[config.mk]
export PLATFORM = sky130hd
export DESIGN_NAME = uart_rx
export DESIGN_NICKNAME = d
export VERILOG_FILES = /design/src/rtl/uart_rx.sv
export SDC_FILE = /design/constraint.sdc
export NUM_CORES = 1
export LEC_CHECK = 0
export CAP_MARGIN = 10
export CORE_UTILIZATION = 35
export DETAILED_ROUTE_END_ITERATION = 6
export GPL_TIMING_DRIVEN = 0
export PLACE_DENSITY_LB_ADDON = 0.25
export SLEW_MARGIN = 20
export SYNTH_ARGS = -nofsm -noshare
export SYNTH_HDL_FRONTEND = slang
export SYNTH_SLANG_ARGS = --single-unit
export TNS_END_PERCENT = 20
[constraint.sdc]
create_clock -name clk -period 4.85 [get_ports clk]
set_clock_uncertainty 0.05 [all_clocks]
set_input_delay 0.7275 -clock clk [delete_from_list [all_inputs] [get_ports clk]]
set_output_delay 0.7275 -clock clk [all_outputs]
set_load 0.01 [all_outputs]
[src/rtl/uart_rx.sv]
// 8N1 UART receiver, OVERSAMPLE x baud, mid-bit sampling.
// Glitch-filtered start, stop-bit check, valid/ack holding register.
module uart_rx #(
  parameter int SERIAL_COMM = 115200,
  parameter int CLK_SPEED   = 100_000_000,
  parameter int OVERSAMPLE  = 16,
  parameter int DIV         = CLK_SPEED / (SERIAL_COMM * OVERSAMPLE)
) (
  input  logic       clk,
  input  logic       rst_n,
  input  logic       en,
  input  logic       rx,
  input  logic       rx_ack,
  output logic [7:0] rx_data,
  output logic       rx_valid,
  output logic       rx_busy,
  output logic       frame_err,
  output logic       overrun
);

  localparam int CW = (DIV > 1) ? $clog2(DIV) : 1;
  localparam int SW = $clog2(OVERSAMPLE);
  localparam logic [CW-1:0] CMAX = CW'(DIV - 1);
  localparam logic [SW-1:0] HALF = SW'(OVERSAMPLE / 2 - 1);
  localparam logic [SW-1:0] LAST = SW'(OVERSAMPLE - 1);

  typedef enum logic [2:0] {
    IDLE, START, DATA, STOP, BRK
  } state_t;

  state_t        state;
  logic          sync1;
  logic          rx_s;
  logic [CW-1:0] cnt;
  logic [SW-1:0] scnt;
  logic [2:0]    idx;
  logic [7:0]    shift;
  logic          tick;

  assign tick = (cnt == CMAX);

  always_ff @(posedge clk or negedge rst_n) begin
    if (!rst_n) begin
      state     <= IDLE;
      sync1     <= 1'b1;
      rx_s      <= 1'b1;
      cnt       <= '0;
      scnt      <= '0;
      idx       <= '0;
      shift     <= '0;
      rx_data   <= '0;
      rx_valid  <= 1'b0;
      rx_busy   <= 1'b0;
      frame_err <= 1'b0;
      overrun   <= 1'b0;
    end else if (!en) begin
      state     <= IDLE;
      sync1     <= 1'b1;
      rx_s      <= 1'b1;
      cnt       <= '0;
      scnt      <= '0;
      idx       <= '0;
      shift     <= '0;
      rx_valid  <= 1'b0;
      rx_busy   <= 1'b0;
      frame_err <= 1'b0;
      overrun   <= 1'b0;
    end else begin
      sync1     <= rx;
      rx_s      <= sync1;
      frame_err <= 1'b0;
      overrun   <= 1'b0;
      cnt       <= tick ? '0 : cnt + CW'(1);
      if (rx_ack)
        rx_valid <= 1'b0;
      case (state)
        IDLE: begin
          if (tick && !rx_s) begin
            state   <= START;
            scnt    <= '0;
            rx_busy <= 1'b1;
          end
        end
        START: begin
          if (tick) begin
            if (scnt == HALF) begin
              scnt <= '0;
              idx  <= '0;
              if (!rx_s) begin
                state <= DATA;
              end else begin
                state   <= IDLE;
                rx_busy <= 1'b0;
              end
            end else begin
              scnt <= scnt + SW'(1);
            end
          end
        end
        DATA: begin
          if (tick) begin
            if (scnt == LAST) begin
              shift[idx] <= rx_s;
              scnt       <= '0;
              if (idx == 3'd7)
                state <= STOP;
              else
                idx <= idx + 3'd1;
            end else begin
              scnt <= scnt + SW'(1);
            end
          end
        end
        STOP: begin
          if (tick) begin
            if (scnt == LAST) begin
              scnt <= '0;
              if (rx_s) begin
                rx_data  <= shift;
                rx_valid <= 1'b1;
                overrun  <= rx_valid && !rx_ack;
                state    <= IDLE;
                rx_busy  <= 1'b0;
              end else begin
                frame_err <= 1'b1;
                state     <= BRK;
              end
            end else begin
              scnt <= scnt + SW'(1);
            end
          end
        end
        BRK: begin
          // a held-low line must go idle before a new start is accepted
          if (rx_s) begin
            state   <= IDLE;
            rx_busy <= 1'b0;
          end
        end
        default: begin
          state   <= IDLE;
          rx_busy <= 1'b0;
        end
      endcase
    end
  end

endmodule

==> results by group <==
Outcome
  • Status: completed

Synth
  • Post-Synth XOR/XNOR Area: 2.238%
  • Unique masters post-synth: 46
  • Post-synth top cells: dfrtp_1, nor2_1, mux2_2
  • Avg Cell Area, Syn: 10.75 µm²
  • Synth Register Bits: 38
  • Synth area leaders: dfrtp_1, mux2_2, ha_1
  • Number of synthesized flops with an enable pin: 0
  • Top-count cell post-synth: dfrtp_1
  • Most used flip-flop cell after synthesis: dfrtp_1
  • Synth Area in Simple Gates: 19.88%
  • Top cell type's share of synthesized area: 46.04%
  • Area leader, netlist: dfrtp_1
  • Synthesized net count: 192
  • Post-Syn Area: 0.001957 mm²
  • Post-synthesis sequential area ratio: 48.72%
  • Combinational family with the most area after synthesis: simple AND/OR/NAND/NOR gates
  • Mux cell area share after synthesis: 8.376%
  • Synth Area in Adders: 3.197%
  • Ys Warns: 0
  • Complex-gate fraction of the synthesized area: 13.94%
  • Asr flop ratio synth: 100.0%
  • Post-synthesis cell count: 182

STA
  • Final hold viol count: 0
  • # setup viols final: 0
  • Fin crit share: 55.41%
  • Slew Limit Headroom: 60.76%
  • Max Transition Viols Final: 0
  • Setup ws final: 2163 ps
  • RSZ-0062 raised after global routing: false
  • Fin crit period: 2687 ps
  • TNS Setup: 0 ps
  • Fin Hold WS: 314.5 ps
  • Worst slew pin tran: 584.2 ps
  • Max Clk Rate: 372.1 MHz

Route
  • Routed Antenna Nets: 0
  • Total wire length: 3.932 mm
  • Via count: 1,498
  • Drt pass-1 iters: 4
  • DRC viols: 0
  • DRC violation total after the first TritonRoute iteration: 70
  • Vias per inst: 5.428
  • Wirelength per Cell: 14.25 µm

Clock network
  • H-tree depth: 2
  • Post-CTS Hold Fix Bufs: 0
  • CTS root buffer: clkbuf_8
  • Max clock buf depth: 2
  • # clock sinks: 38
  • Clock Pin Slew Worst Setup and Hold Paths: 70 ps
  • Post-CTS setup buffer count: 0
  • CTS tree: built
  • TritonCTS Buffers: 5
  • Clk Latency, worst-skew pair: 280 ps
  • Post_cts resized: 0

Placement
  • Setup WS pre-CTS: 1875 ps
  • Placed cell count: 269
  • RePlAce Congestion: 0.8086
  • Hpwl dp: 2.857 mm
  • PortBufs: 16

Global routing
  • GR Layer Usage met3: 3.214%
  • Initial antenna violation count: 0
  • GRT overflow: 0
  • Largest net degree at the start of global routing: 24
  • Gr usage total: 14.92%
  • Busiest grt layer: met2
  • Vias in the first global route: 1,466
  • Global Route met2 Usage: 23.04%
  • Global-route wire length before repair: 6.975 mm
  • GR Layer Usage met1: 20.24%

Critical path
  • Slowest cell on crit path: clkdlybuf4s50_1
  • Worst-path cell chain: clkdlybuf4s50_1, nor2b_1, nand2_1, nor4_4, mux2_2
  • Origin of the critical flop-to-flop path: scnt[0]
  • Reg-to-reg critical path endpoint: rx_data[1]
  • CP peak stage delay: 500 ps
  • Crit Path Class: primary input to flip-flop
  • Worst r2r path cells: 6
  • Startpoint Class: primary input
  • Reg2Reg Setup Slack: 2360 ps
  • Largest delay contributor family on the critical path: simple AND/OR/NAND/NOR gates
  • CP arrival: 2800 ps
  • Worst Path Required: 4970 ps
  • Crit-path max FO: 8
  • Crit path depth: 5
  • Critical path endpoint: rx_data[1]
  • WP buf/inv: 1
  • CP endpoint kind: flip-flop
  • Crit. Startpoint: en

Pwr
  • Register share of total power: 51.8%
  • Combinational group share of total power: 4.8%
  • Power consumption: 0.6224 mW
  • Pwr dens: 266.0 mW/mm²
  • Leak Pwr: 0.9939 nW
  • Peak VDD IR: 0.0001562 V
  • Internal power: 0.4952 mW
  • Net Sw Power: 0.1273 mW
  • Clk pwr share: 43.5%
  • Sw frac: 20.45%

Floorplan
  • I/O pin total: 17
  • Initial core utilization: 37.36%
  • Row cnt: 26
  • Die area: 0.005894 mm²
  • Die Span Y: 76.78 µm
  • Die Wd: 76.78 µm
  • Core footprint: 0.005238 mm²

Final layout
  • # diodes: 0
  • Non-filler instance count after layout: 276
  • Final nets: 216
  • Share of cells above drive strength 1: 13.59%
  • Area Growth Syn to Fin: 19.57%

Worst hold path
  • Worst hold path type: primary input to asynchronous set/reset pin

Run
  • Max_cap viols: 0
[cell families (layout without fill, tap and decap cells)]
family | Yosys count | after routing
AO/OA/AOI/OAI | 35 | 35
XOR/XNOR | 5 | 5
adder cells (fa/ha/maj) | 5 | 5
buffers and inverters | 17 | 41
flip-flops | 38 | 38
multiplexers | 15 | 15
AND/OR/NAND/NOR | 67 | 67
[cell usage in the layout (no fill, tap or decap), drive strengths merged, types with 6 or more instances in the layout]
cell type      synthesis  final
nand2b                 6      6
nand3                  9      9
dfrtp                 36     36
inv                    6      6
nand2                 10     10
nor2                  12     12
clkdlybuf4s50          0     15
clkbuf                10     16
mux2                  11     11
[through the flow]
stage / util, % / instance area [µm²]
after global placement: 42.09 / 2205
after CTS: 44.67 / 2340
final: 44.67 / 2340
after global routing: 44.67 / 2340
after floorplan: - / 1957
after detailed placement: 42.52 / 2227
[registers in the layout, indices dropped and copies added (netlist names), 3 cells and up]
register  count
rx_data       8
cnt           6
state         3
scnt          4
idx           3
shift         8
[final cells by class]
cell class,count,area [µm²]
multi-input cells,127,932.1
fillers,500,2898
clock buffers,6,82.58
clock inverters,1,30.03
plain buffers,11,48.80
inverters,6,22.52
flip-flops and latches,38,953.4
repair buffers,17,182.7
well taps,70,87.58
[power by group through the flow]
stage               Combinational [mW]  Sequential [mW]  Clock [mW]
global route                    0.0342            0.323       0.293
global placement                0.0281            0.328           0
detailed placement              0.0306            0.328           0
floorplan                       0.0141            0.328           0
finish                          0.0297            0.322       0.270
CTS                             0.0306            0.322       0.281
[per-layer routing]
layer	wire (µm)	vias up	share of wire (%)
met3	134	6	3.4
met2	1831	24	47
li1	-	729	-
met5	0	-	0
met1	1910	739	49
met4	56	0	1.4
[worst min-delay path by stage]
stage	startpoint	endpoint	depth (start not counted)
3_3_place_gp	sync1	rx_s	1
3_5_place_dp	sync1	rx_s	1
4_1_cts	rst_n	scnt[3]	1
6_report	rst_n	scnt[0]	1
5_1_grt	rst_n	cnt[0]	1
2_1_floorplan	rst_n	cnt[0]	0
(Power assumes the default switching activity.)
